File: config.mk
export PLATFORM = sky130hd
export DESIGN_NAME = multicrack_sched
export DESIGN_NICKNAME = d
export VERILOG_FILES = /design/src/rtl/multicrack_sched.sv
export SDC_FILE = /design/constraint.sdc
export NUM_CORES = 1
export LEC_CHECK = 0
export BUFFER_PORTS_ARGS = -buffer_cell sky130_fd_sc_hd__buf_2
export CAP_MARGIN = 10
export CORE_AREA = 2 2 113 115
export CTS_CLUSTER_SIZE = 25
export DETAILED_ROUTE_END_ITERATION = 12
export DIE_AREA = 0 0 115 117
export RECOVER_POWER = 100
export SLEW_MARGIN = 20
export SYNTH_ARGS = -nofsm -noshare
export SYNTH_HDL_FRONTEND = slang
export SYNTH_SLANG_ARGS = --single-unit
File: constraint.sdc
create_clock -name clk -period 3.3 [get_ports clk]
set_clock_uncertainty 0.2 [all_clocks]
set_input_delay 0.495 -clock clk [delete_from_list [all_inputs] [get_ports clk]]
set_output_delay 0.495 -clock clk [all_outputs]
set_load 0.02 [all_outputs]
File: src/rtl/multicrack_sched.sv
// multicrack_sched: launches N crack cores, arbitrates their ciphertext reads, and reports the first found key
module multicrack_sched #(
  parameter int N_CORES = 4,
  parameter int KEY_W   = 24,
  parameter int CT_AW   = 8
) (
  input  logic                     clk,
  input  logic                     rst,
  input  logic                     en,
  output logic                     rdy,
  output logic [KEY_W-1:0]         key,
  output logic                     key_valid,
  output logic [CT_AW-1:0]         ct_addr,
  input  logic [7:0]               ct_rddata,
  output logic [N_CORES-1:0]       core_start,
  output logic [N_CORES*KEY_W-1:0] core_key_base,
  output logic                     core_abort,
  input  logic [N_CORES-1:0]       core_done,
  input  logic [N_CORES-1:0]       core_found,
  input  logic [N_CORES*KEY_W-1:0] core_key,
  input  logic [N_CORES-1:0]       core_ct_req,
  input  logic [N_CORES*CT_AW-1:0] core_ct_addr,
  output logic [N_CORES-1:0]       core_ct_gnt,
  output logic [N_CORES-1:0]       core_ct_vld
);
  localparam int PW = (N_CORES > 1) ? $clog2(N_CORES) : 1;
  typedef enum logic [2:0] {IDLE, LAUNCH, RUN, ABORT, REPORT} state_t;
  state_t state_q, state_d;
  logic [KEY_W-1:0] key_q, key_d;
  logic key_valid_q, key_valid_d;
  logic [CT_AW-1:0] addr_q;
  logic [PW-1:0] ptr_q, ptr_d, gnt_idx, hit_idx, idx;
  logic [N_CORES-1:0] vld_q, gnt, hit;
  logic gnt_any, hit_any;
  logic unused_rddata;
  assign unused_rddata = ^ct_rddata;
  for (genvar i = 0; i < N_CORES; i++) begin : g_base
    assign core_key_base[i*KEY_W +: KEY_W] = KEY_W'(i);
  end
  always_comb begin
    gnt_any = 1'b0;
    gnt_idx = '0;
    idx = '0;
    for (int j = N_CORES-1; j >= 0; j--) begin
      idx = ptr_q + PW'(j);
      if (core_ct_req[idx]) begin
        gnt_any = 1'b1;
        gnt_idx = idx;
      end
    end
    gnt_any = gnt_any && (state_q == RUN);
  end
  always_comb begin
    hit = core_done & core_found;
    hit_any = |hit;
    hit_idx = '0;
    for (int j = N_CORES-1; j >= 0; j--) begin
      if (hit[j]) hit_idx = PW'(j);
    end
  end
  assign gnt = gnt_any ? N_CORES'(1) << gnt_idx : '0;
  assign ct_addr = gnt_any ? core_ct_addr[int'(gnt_idx)*CT_AW +: CT_AW] : addr_q;
  assign ptr_d = gnt_any ? gnt_idx + PW'(1) : ptr_q;
  assign rdy = state_q == IDLE;
  assign core_start = {N_CORES{state_q == LAUNCH}};
  assign core_abort = state_q == ABORT;
  assign core_ct_gnt = gnt;
  assign core_ct_vld = vld_q;
  assign key = key_q;
  assign key_valid = key_valid_q;
  always_comb begin
    state_d = state_q;
    key_d = key_q;
    key_valid_d = key_valid_q;
    case (state_q)
      IDLE: begin
        if (en) begin
          state_d = LAUNCH;
          key_d = '0;
          key_valid_d = 1'b0;
        end
      end
      LAUNCH: state_d = RUN;
      RUN: begin
        if (hit_any) begin
          state_d = ABORT;
          key_d = core_key[int'(hit_idx)*KEY_W +: KEY_W];
          key_valid_d = 1'b1;
        end else if (&core_done) begin
          state_d = REPORT;
        end
      end
      ABORT: state_d = REPORT;
      REPORT: state_d = IDLE;
      default: state_d = IDLE;
    endcase
  end
  always_ff @(posedge clk) begin
    if (rst) begin
      state_q <= IDLE;
      key_q <= '0;
      key_valid_q <= 1'b0;
      addr_q <= '0;
      ptr_q <= '0;
      vld_q <= '0;
    end else begin
      state_q <= state_d;
      key_q <= key_d;
      key_valid_q <= key_valid_d;
      addr_q <= ct_addr;
      ptr_q <= ptr_d;
      vld_q <= gnt;
    end
  end
endmodule

---- Word-level counts from Yosys, hierarchy flattened ----
Cells that the tools add are included.
W data, S select, Z words.
word-level totals
  register bits ........................... 42
  output and inout bits ................... 143
  word-level logic and storage cells ...... 64
cells by class
  add/sub/neg operators ................... 4
  multiply operators ...................... 1
  order comparisons ....................... 4
  equal/unequal tests ..................... 6
  shift-type cells ........................ 3
  muxes and demuxes ....................... 32
  bitwise gates (word level) .............. 1
  reduce and logical (&&, ||, !) cells .... 7
operators by type and width
  operator               count
  $shiftx A96 B8 Y24     1
  $mux W24               2
  $pmux W24 S2           1
  $shiftx A32 B6 Y8      1
  $mux W2                8
  $lt A2 B3 Y1 const B   4
  $pmux W3 S4            1
  $mux W1                10
  $mux W3                3
  $bmux W1 S2            4
  $mux W8                1
  $eq A3 B2 Y1 const B   2
  $add A2 B1 Y2 const B  2
  $add A2 B2 Y2 const B  2
  $and A4 B4 Y4          1
  $mul A2 B2 Y4 const B  1
  $mux W4                1
  $ne A2 B2 Y1 const B   2
  $reduce_and A4 Y1      1
  $reduce_or A4 Y1       1
  $shl A1 B2 Y4 const A  1
  $eq A3 B1 Y1 const B   1
  $logic_not A3 Y1       1
  $ne A3 B2 Y1 const B   1
  other kinds (5)        5

---- Depth between registers and ports, before layout ----
Gate-level depths: netlist (run 1).
  depth in word-level cells ............... 9
  depth in mapped cells ................... 7
  mapped depth without buffers ............ 6

---- Worst setup path before layout (run 1) ----
No wires, ideal clock.
  path type ............................... input to output
  start point ............................. input core_ct_req[1]
  end point ............................... output ct_addr[4]
  arrival ................................. 2.102 ns
  slack ................................... 0.503 ns
  cell stages on the path ................. 5
  path buffers ............................ 0
  cell sequence ........................... nor4_2 > nor2_8 > o21ai_1 > a211oi_1 > nor3_1
on the way
  word-level cells in the longest chain between the ends .. 8
  elaborated cells on any way between the ends .. 19
  classes of those cells .................. shift: 1; mux: 17; reduce/logical: 1
ends and longest elaborated chain
  item                                                      RTL line  source
  from (decl)                                               21        input logic [N_CORES-1:0] core_ct_req,
  $bmux W1 S2                                               46        if (core_ct_req[idx]) begin
  $mux W1 (implied by the code)                             46
  $mux W2 or $mux W1 (tied branches) (4 in a row)           46
  $shiftx A32 B6 Y8 or $logic_and A1 B1 Y1 (tied branches)  62, 51
  $mux W8 *                                                 62        assign ct_addr = gnt_any ? core_ct_addr[int'(gnt_idx)*CT_AW +: CT_AW] : addr_q;
  to (decl)                                                 13        output logic [CT_AW-1:0] ct_addr,
Mark *: on every way between the ends. The rest lies on a longest branch, timed or not. The select of a mux whose other input is x is not followed.

---- Worst setup path after layout (run 1) ----
  start point ............................. register state_q[1]
  end point ............................... output ct_addr[2]
on the way
  word-level cells in the longest chain between the ends .. 3
ends and longest elaborated chain
  item                    RTL line  source
  from (decl)             28        state_t state_q, state_d;
  from (signal assigned)  107       state_q <= state_d;
  $eq A3 B2 Y1            51        gnt_any = gnt_any && (state_q == RUN);
  $logic_and A1 B1 Y1     51
  $mux W8                 62
No other way between the ends.

==> reports/results.txt, run 1 <==
Status: complete, but fails checks
Failing checks: capacitance limit, slew limit
Max Freq: 0.3218 GHz
Relative slew slack: -20.61%
#FFs+latches synth: 42
GR peak layer: met2
Synth unique cells: 43
Final worst-path cycle share: 94.17%
Worst setup EP type: output pin
Die H: 117 µm
Post-route cell area: 4278 µm²
# IOs: 294
Crit path from: state_q[1]$_SDFFE_PP0P_
Critical Path AT: 2410 ps
Fraction of registers with async set/reset: 0%
Vias in the first global route: 3,257
Drt wl/cell: 14.74 µm
Post-synth EDFFs: 0
Via/cell ratio: 4.793
Die footprint: 13,460 µm²
Startpoint types: flip-flop
Register area share after synthesis: 24.16%
Synth Instances: 436
Critical Path RT: 2600 ps
Area after DPL: 4185 µm²
Grt ovf: 0
Remaining antenna violation count after routing: 0
DP HPWL: 8401 µm
Setup_tns: 0 ps
Syn avg cell area: 7.984 µm²
GR Layer Usage met1: 18.44%
Worst path slowest cell: or3b_4
Fin crit period: 3108 ps
Global Route Usage Sum: 15.44%
CTS root buf: clkbuf_16
Maximum vdd ir drop: 0.0001640 V
Post-synth top area cell: dfxtp_1
Most frequent cells after synthesis: buf_4, nand3_1, dfxtp_1
Nets: 761
Synthesized area: 3481 µm²
Core area: 12,310 µm²
Hold Startpoint: key[20]$_SDFFE_PP0P_
Reg clk slew, reported paths: 60 ps
M3 GR Usage: 3.913%
Total Wirelength: 11,160 µm
Largest cells by area after synthesis: dfxtp_1, buf_4, a221o_1, a32o_1, nand3_1
Post-CTS setup buffer count: 0
Cells along the critical path: or3b_4 -> nor2_8 -> or3b_4 -> o32ai_1 -> nor2_1 -> clkbuf_2
YS warnings: 0
TritonRoute pass-1 iters: 4
Die Wd: 115 µm
Footprint of the multi-input gates: 2116 µm²
Count leader, synth: buf_4
Max cap viols: 1
Gpl congestion: 0.8244
P_leak: 0.001978 µW
Clock buffer depth: 2
Initial antenna violation count: 0
CTS Sinks: 42
Number of diodes: 0
Final-report max-slew violation count: 25
CTS tree: done
CP bufs+invs: 1
Largest net degree at the start of global routing: 25
CP max stage delay: 470 ps
Num CTS Buffers: 5
Synthesis-to-finish area growth: 22.90%
Most Frequent Cell on Critical Path: or3b_4
FILL cells: 1,347
RSZ-0062 raised after global routing: no
Critical path's top delay family: simple AND/OR/NAND/NOR gates
Initial Util: 28.27%
Post-route DRC: 0
Post-synth top flop: dfxtp_1
Reg area: 840.8 µm²
Worst Setup Path Type: reg2out
Yosys top cell area share: 24.16%
Clock latency on the worst-skew pair: 290 ps
Port Buffer Count: 189
Row cnt: 41
Final setup vio count: 0
Global-route wire length before repair: 16,410 µm
Final hold violation count: 0
Via Count: 3,628
H-tree depth: 2
Crit-path max FO: 8
RR Startpoint: state_q[1]$_SDFFE_PP0P_
Share of cells above drive strength 1: 29.49%
Power per Cell Area: 382.9 nW/µm²
Worst min-delay path category: reg2reg
Worst slew pin tran: 1797 ps
Met2 Use GR: 26.94%
Initial DRC count: 301
==> flip-flops by register name, summed over array words and instances, names as in the netlist <==
| signal | cells |
|---|---|
| addr_q | 8 |
| ptr_q | 2 |
| key | 24 |
| key_valid | 1 |
| state_q | 3 |
| core_ct_vld | 4 |
==> cell families (layout without fill, tap and decap cells) <==
| group | Yosys count | after routing | synth area share [%] |
|---|---|---|---|
| multiplexers | 2 | 2 | 0.5751 |
| other | 2 | 96 | 0.2158 |
| AO/OA/AOI/OAI | 107 | 107 | 26.49 |
| adder cells (fa/ha/maj) | 4 | 4 | 1.438 |
| AND/OR/NAND/NOR | 143 | 143 | 21.35 |
| flip-flops | 42 | 42 | 24.16 |
| buffers and inverters | 136 | 213 | 25.77 |
==> per-stage QoR <==
stage	cells	util (%)	hold slack, ps	setup slack (ps)	total power [µW]
after global placement	749	33.99	244.7	317.6	1132
after global routing	757	34.75	276.5	63.70	1736
after floorplan	530	-	290.7	503.0	1037
final	757	34.75	262.8	192.4	1638
after detailed placement	749	33.99	250.0	309.8	1141
after CTS	757	35.24	264.7	117.4	1671
==> power breakdown <==
| part | switching, µW | internal [µW] |
|---|---|---|
| Sequential | 15.9 | 533 |
| Combinational | 389 | 192 |
| Clock | 208 | 300 |
| Total | 613 | 1020 |
==> per-layer routing <==
layer  up-vias  part of all wire [%]
met4         0                   1.8
met1      1636                    40
li1       1767                     -
met3        15                   8.5
met5         -                     0
met2       210                    49
==> what timing repair did <==
| item | CTS | global route |
|---|---|---|
| gates resized for setup | 2 | 2 |
| hold buffers | 0 | 0 |
| gates cloned | 0 | 0 |
| setup endpoints to repair | 3 | 3 |
==> layout by cell type, fill, tap and decap left out, drive strengths merged, types with 2 or more instances in the layout <==
master  Yosys  routed
and2        6       6
a211oi     10      10
nor3       27      27
a32o       24      24
nand2      22      22
clkbuf     28      56
nor4b       5       5
ha          4       4
buf       102     150
nor4        3       3
o31a        7       7
o21ai      26      26
a21oi       3       3
conb        2      96
nor2       19      19
or3b        2       2
nand4       2       2
dfxtp      42      42
inv         6       6
or2         2       2
nand2b      2       2
nor2b       2       2
nand3      48      48
mux2i       2       2
o32ai       7       7
a221o      24      24
a21o        2       2
==> area by class of cell <==
type | count | area share, %
Inverter | 6 | 0.5265
Sequential cell | 42 | 19.65
Clock inverter | 1 | 0.1170
Clock buffer | 7 | 3.334
Timing Repair Buffer | 199 | 22.52
Multi-Input combinational cell | 352 | 49.46
Tap cell | 150 | 4.387
==> final timing paths <==
check                                            end  slack, ps  cells past startpoint
worst min-delay path            key[20]$_SDFFE_PP0P_        260                      1
worst max-delay path                      ct_addr[2]        190                      6
worst min register to register  key[20]$_SDFFE_PP0P_        260                      1
worst max register to register  addr_q[2]$_SDFF_PP0_       1000                      5
No activity file was read; power rests on OpenSTA's default activity.
==> run 2, diff against run 1 <==
- ABC_AREA: default -> 1
- CORE_AREA: 2 2 113 115 -> 2 2 115 117
- DIE_AREA: 0 0 115 117 -> 0 0 117 119
==> run 2 against run 1 <==
- the flow now finishes without violations
- global-route usage down 1.2 points
- via count is 6.1% higher
- sequential power grew 1%
- die area rose by 3.5%
- final cell count rose by 24%
- first-iteration DRC count fell by 57%
- largest cell class unchanged
- clock power is 2% lower
- register-to-register slack lost 140 ps
==> reports/results.txt, run 2 <==
Num CTS Buffers: 5 (unchanged)
Post-synth top flop: dfxtp_1 (unchanged)
Port Buffer Count: 189 (unchanged)
Fraction of registers with async set/reset: 0% (unchanged)
Critical Path AT: 2370 ps (was 2410 ps)
Post-synth top area cell: dfxtp_1 (unchanged)
Clock latency on the worst-skew pair: 280 ps (was 290 ps)
Grt ovf: 0 (unchanged)
Cells along the critical path: inv_2 -> nand2_1 -> nand2_1 -> nand2_1 -> nand3_2 -> nand2_2 -> nand2_4 -> nand2_4 -> nand2_1 -> nand3_1 -> nand3_1 -> nand2_1 -> inv_1 -> clkbuf_2 (was or3b_4 -> nor2_8 -> or3b_4 -> o32ai_1 -> nor2_1 -> clkbuf_2)
Overall power: 1868 µW (was 1638 µW)
Commonest non-fill, non-tap cell in the layout: buf_2 (unchanged)
Synth Instances: 594 (was 436)
H-tree depth: 2 (unchanged)
Final-report max-slew violation count: 0 (was 25)
Hold Path End: key[6]$_SDFFE_PP0P_ (was key[20]$_SDFFE_PP0P_)
Max reg flops: 24 (unchanged)
Global-route wire length before repair: 16,030 µm (was 16,410 µm)
Critical path's top delay family: simple AND/OR/NAND/NOR gates (unchanged)
RSZ-0062 raised after global routing: no (unchanged)
Status: finished, final reports clean (was complete, but fails checks)
Total Wirelength: 10,200 µm (was 11,160 µm)
Worst setup EP type: output pin (unchanged)
Via Count: 3,851 (was 3,628)
Final worst-path cycle share: 92.74% (was 94.17%)
Startpoint types: flip-flop (unchanged)
Gpl congestion: 0.7370 (was 0.8244)
Number of diodes: 0 (unchanged)
Worst path slowest cell: dfxtp_1 (was or3b_4)
Global Route Usage Sum: 14.28% (was 15.44%)
Worst Setup Path Type: reg2out (unchanged)
Row cnt: 42 (was 41)
Remaining antenna violation count after routing: 0 (unchanged)
Power per Cell Area: 409.4 nW/µm² (was 382.9 nW/µm²)
Worst R2R Path Depth: 12 (was 5)
Top Layer Used: met4 (unchanged)
CTS Sinks: 42 (unchanged)
Most Frequent Cell on Critical Path: nand2_1 (was or3b_4)
Hold Crit Depth: 2 (was 1)
Post-CTS setup buffer count: 0 (unchanged)
Hold_ws: 264.5 ps (was 262.8 ps)
Fin crit period: 3060 ps (was 3108 ps)
Via/cell ratio: 4.097 (was 4.793)
CTS tree: done (unchanged)
Core area: 12,870 µm² (was 12,310 µm²)
YS warnings: 0 (unchanged)
RR Startpoint: ptr_q[0]$_SDFFE_PP0P_ (was state_q[1]$_SDFFE_PP0P_)
Met3 routed WL: 742 µm (was 943 µm)
Largest cells by area after synthesis: dfxtp_1, buf_4, nand2_1, nor2_1, nand3_1 (was dfxtp_1, buf_4, a221o_1, a32o_1, nand3_1)
Final worst setup slack: 239.6 ps (was 192.4 ps)
Drt wl/cell: 10.85 µm (was 14.74 µm)
Yosys top cell area share: 22.04% (was 24.16%)
Initial DRC count: 128 (was 301)
Hold Startpoint: key[6]$_SDFFE_PP0P_ (was key[20]$_SDFFE_PP0P_)
CP max stage delay: 470 ps (about the same)
#FFs+latches synth: 42 (unchanged)
Most frequent cells in the layout: buf_2, nand2_1, conb_1 (was buf_2, conb_1, nand3_1)
Die Wd: 117 µm (was 115 µm)
DP HPWL: 7864 µm (was 8401 µm)
Setup slack at placement: 477.6 ps (was 309.8 ps)
Worst min-delay path category: reg2reg (unchanged)
DRT met1 WL: 4497 µm (was 4500 µm)
Worst R2R End: ptr_q[1]$_SDFFE_PP0P_ (was addr_q[2]$_SDFF_PP0_)
Synthesis-to-finish area growth: 19.65% (was 22.90%)
# IOs: 294 (unchanged)
Post-route DRC: 0 (unchanged)
CTS root buf: clkbuf_16 (unchanged)
Register area share after synthesis: 22.04% (was 24.16%)
Worst slew pin tran: 1446 ps (was 1797 ps)
CP bufs+invs: 3 (was 1)
Synth unique cells: 31 (was 43)
DR WL met2: 4816 µm (was 5512 µm)
Share of cells above drive strength 1: 25.13% (was 29.49%)
Final hold violation count: 0 (unchanged)
Setup_tns: 0 ps (unchanged)
Crit path from: ptr_q[0]$_SDFFE_PP0P_ (was state_q[1]$_SDFFE_PP0P_)
Count leader, synth: buf_4 (unchanged)
Post-CTS sizing: 0 (was 2)
Clock buffer depth: 2 (unchanged)
Final setup vio count: 0 (unchanged)
Post-synth EDFFs: 0 (unchanged)
Die H: 119 µm (was 117 µm)
Initial Util: 29.63% (was 28.27%)
Hold bufs inserted after CTS: 0 (unchanged)
R2R Setup Slk: 860 ps (was 1000 ps)
Synthesized area: 3815 µm² (was 3481 µm²)
TritonRoute pass-1 iters: 4 (unchanged)
Die footprint: 13,920 µm² (was 13,460 µm²)
Reg clk slew, reported paths: 60 ps (about the same)
Max Freq: 0.3268 GHz (was 0.3218 GHz)
Initial antenna violation count: 0 (unchanged)
Largest net degree at the start of global routing: 49 (was 25)
Max cap viols: 0 (was 1)
Maximum vdd ir drop: 0.0001828 V (was 0.0001640 V)
Relative slew slack: 3.314% (was -20.61%)
Nets: 918 (was 761)
Vias in the first global route: 3,420 (was 3,257)
Most frequent cells after synthesis: buf_4, nand2_1, nor2_1 (was buf_4, nand3_1, dfxtp_1)
Crit-path max FO: 20 (was 8)
Critical Path RT: 2600 ps (about the same)
Syn avg cell area: 6.422 µm² (was 7.984 µm²)
P_leak: 0.002410 µW (was 0.001978 µW)
run 2: stage by stage:
| stage | utilization [%] | cell area [µm²] | instances |
|---|---|---|---|
| global placement | 34.86 | 4488 | 932 |
| detailed placement | 34.86 | 4488 | 932 |
| floorplan | - | 4168 | 688 |
| CTS | 36.01 | 4636 | 940 |
| global route | 35.45 | 4564 | 940 |
| finish | 35.45 | 4564 | 940 |
run 2: worst max path at each step:
stage	end	slack (ps)	cells after the start
finish	ct_addr[7]	240	14
global route	ct_addr[0]	9	12
CTS	ct_addr[7]	230	14
detailed placement	ct_addr[7]	480	14
global placement	ct_addr[7]	470	14
floorplan	core_ct_gnt[3]	800	13
run 2: where the power goes:
part / switching (µW) / total, µW / internal [µW]
combinational: 551 / 813 / 261
clock: 201 / 501 / 300
sequential: 15.8 / 555 / 539
total: 768 / 1870 / 1100
run 2: cell type report:
class                      instances  area, µm²
clock buffer                       7      142.6
inverter                          61      229.0
fill                            1504       8310
multi-input combinational        457       2186
clock inverter                     1      5.005
tap                              176      220.2
sequential                        42      840.8
timing repair buffer             196      940.9
run 2: kinds of logic after synthesis:
| kind of cell | after synthesis | synth area share, % |
|---|---|---|
| and+or+nand+nor | 251 | 29.32 |
| buffers and inverters | 189 | 29.75 |
| AOI/OAI and AO/OA | 106 | 17.38 |
| DFF | 42 | 22.04 |
| adders and majority gates | 4 | 1.312 |
| other | 2 | 0.1969 |
run 2: layer usage:
layer  vias up  track usage (%)
met2       158            23.88
met3         9            3.359
met1      1651            18.30
li1       2033                -
met5         -                0
met4         0            3.750
run 2: worst min-delay path, stage by stage, from the launching register on:
cell and delay (ps):
dfxtp_1 310, nand2_1 60, a21oi_1 50
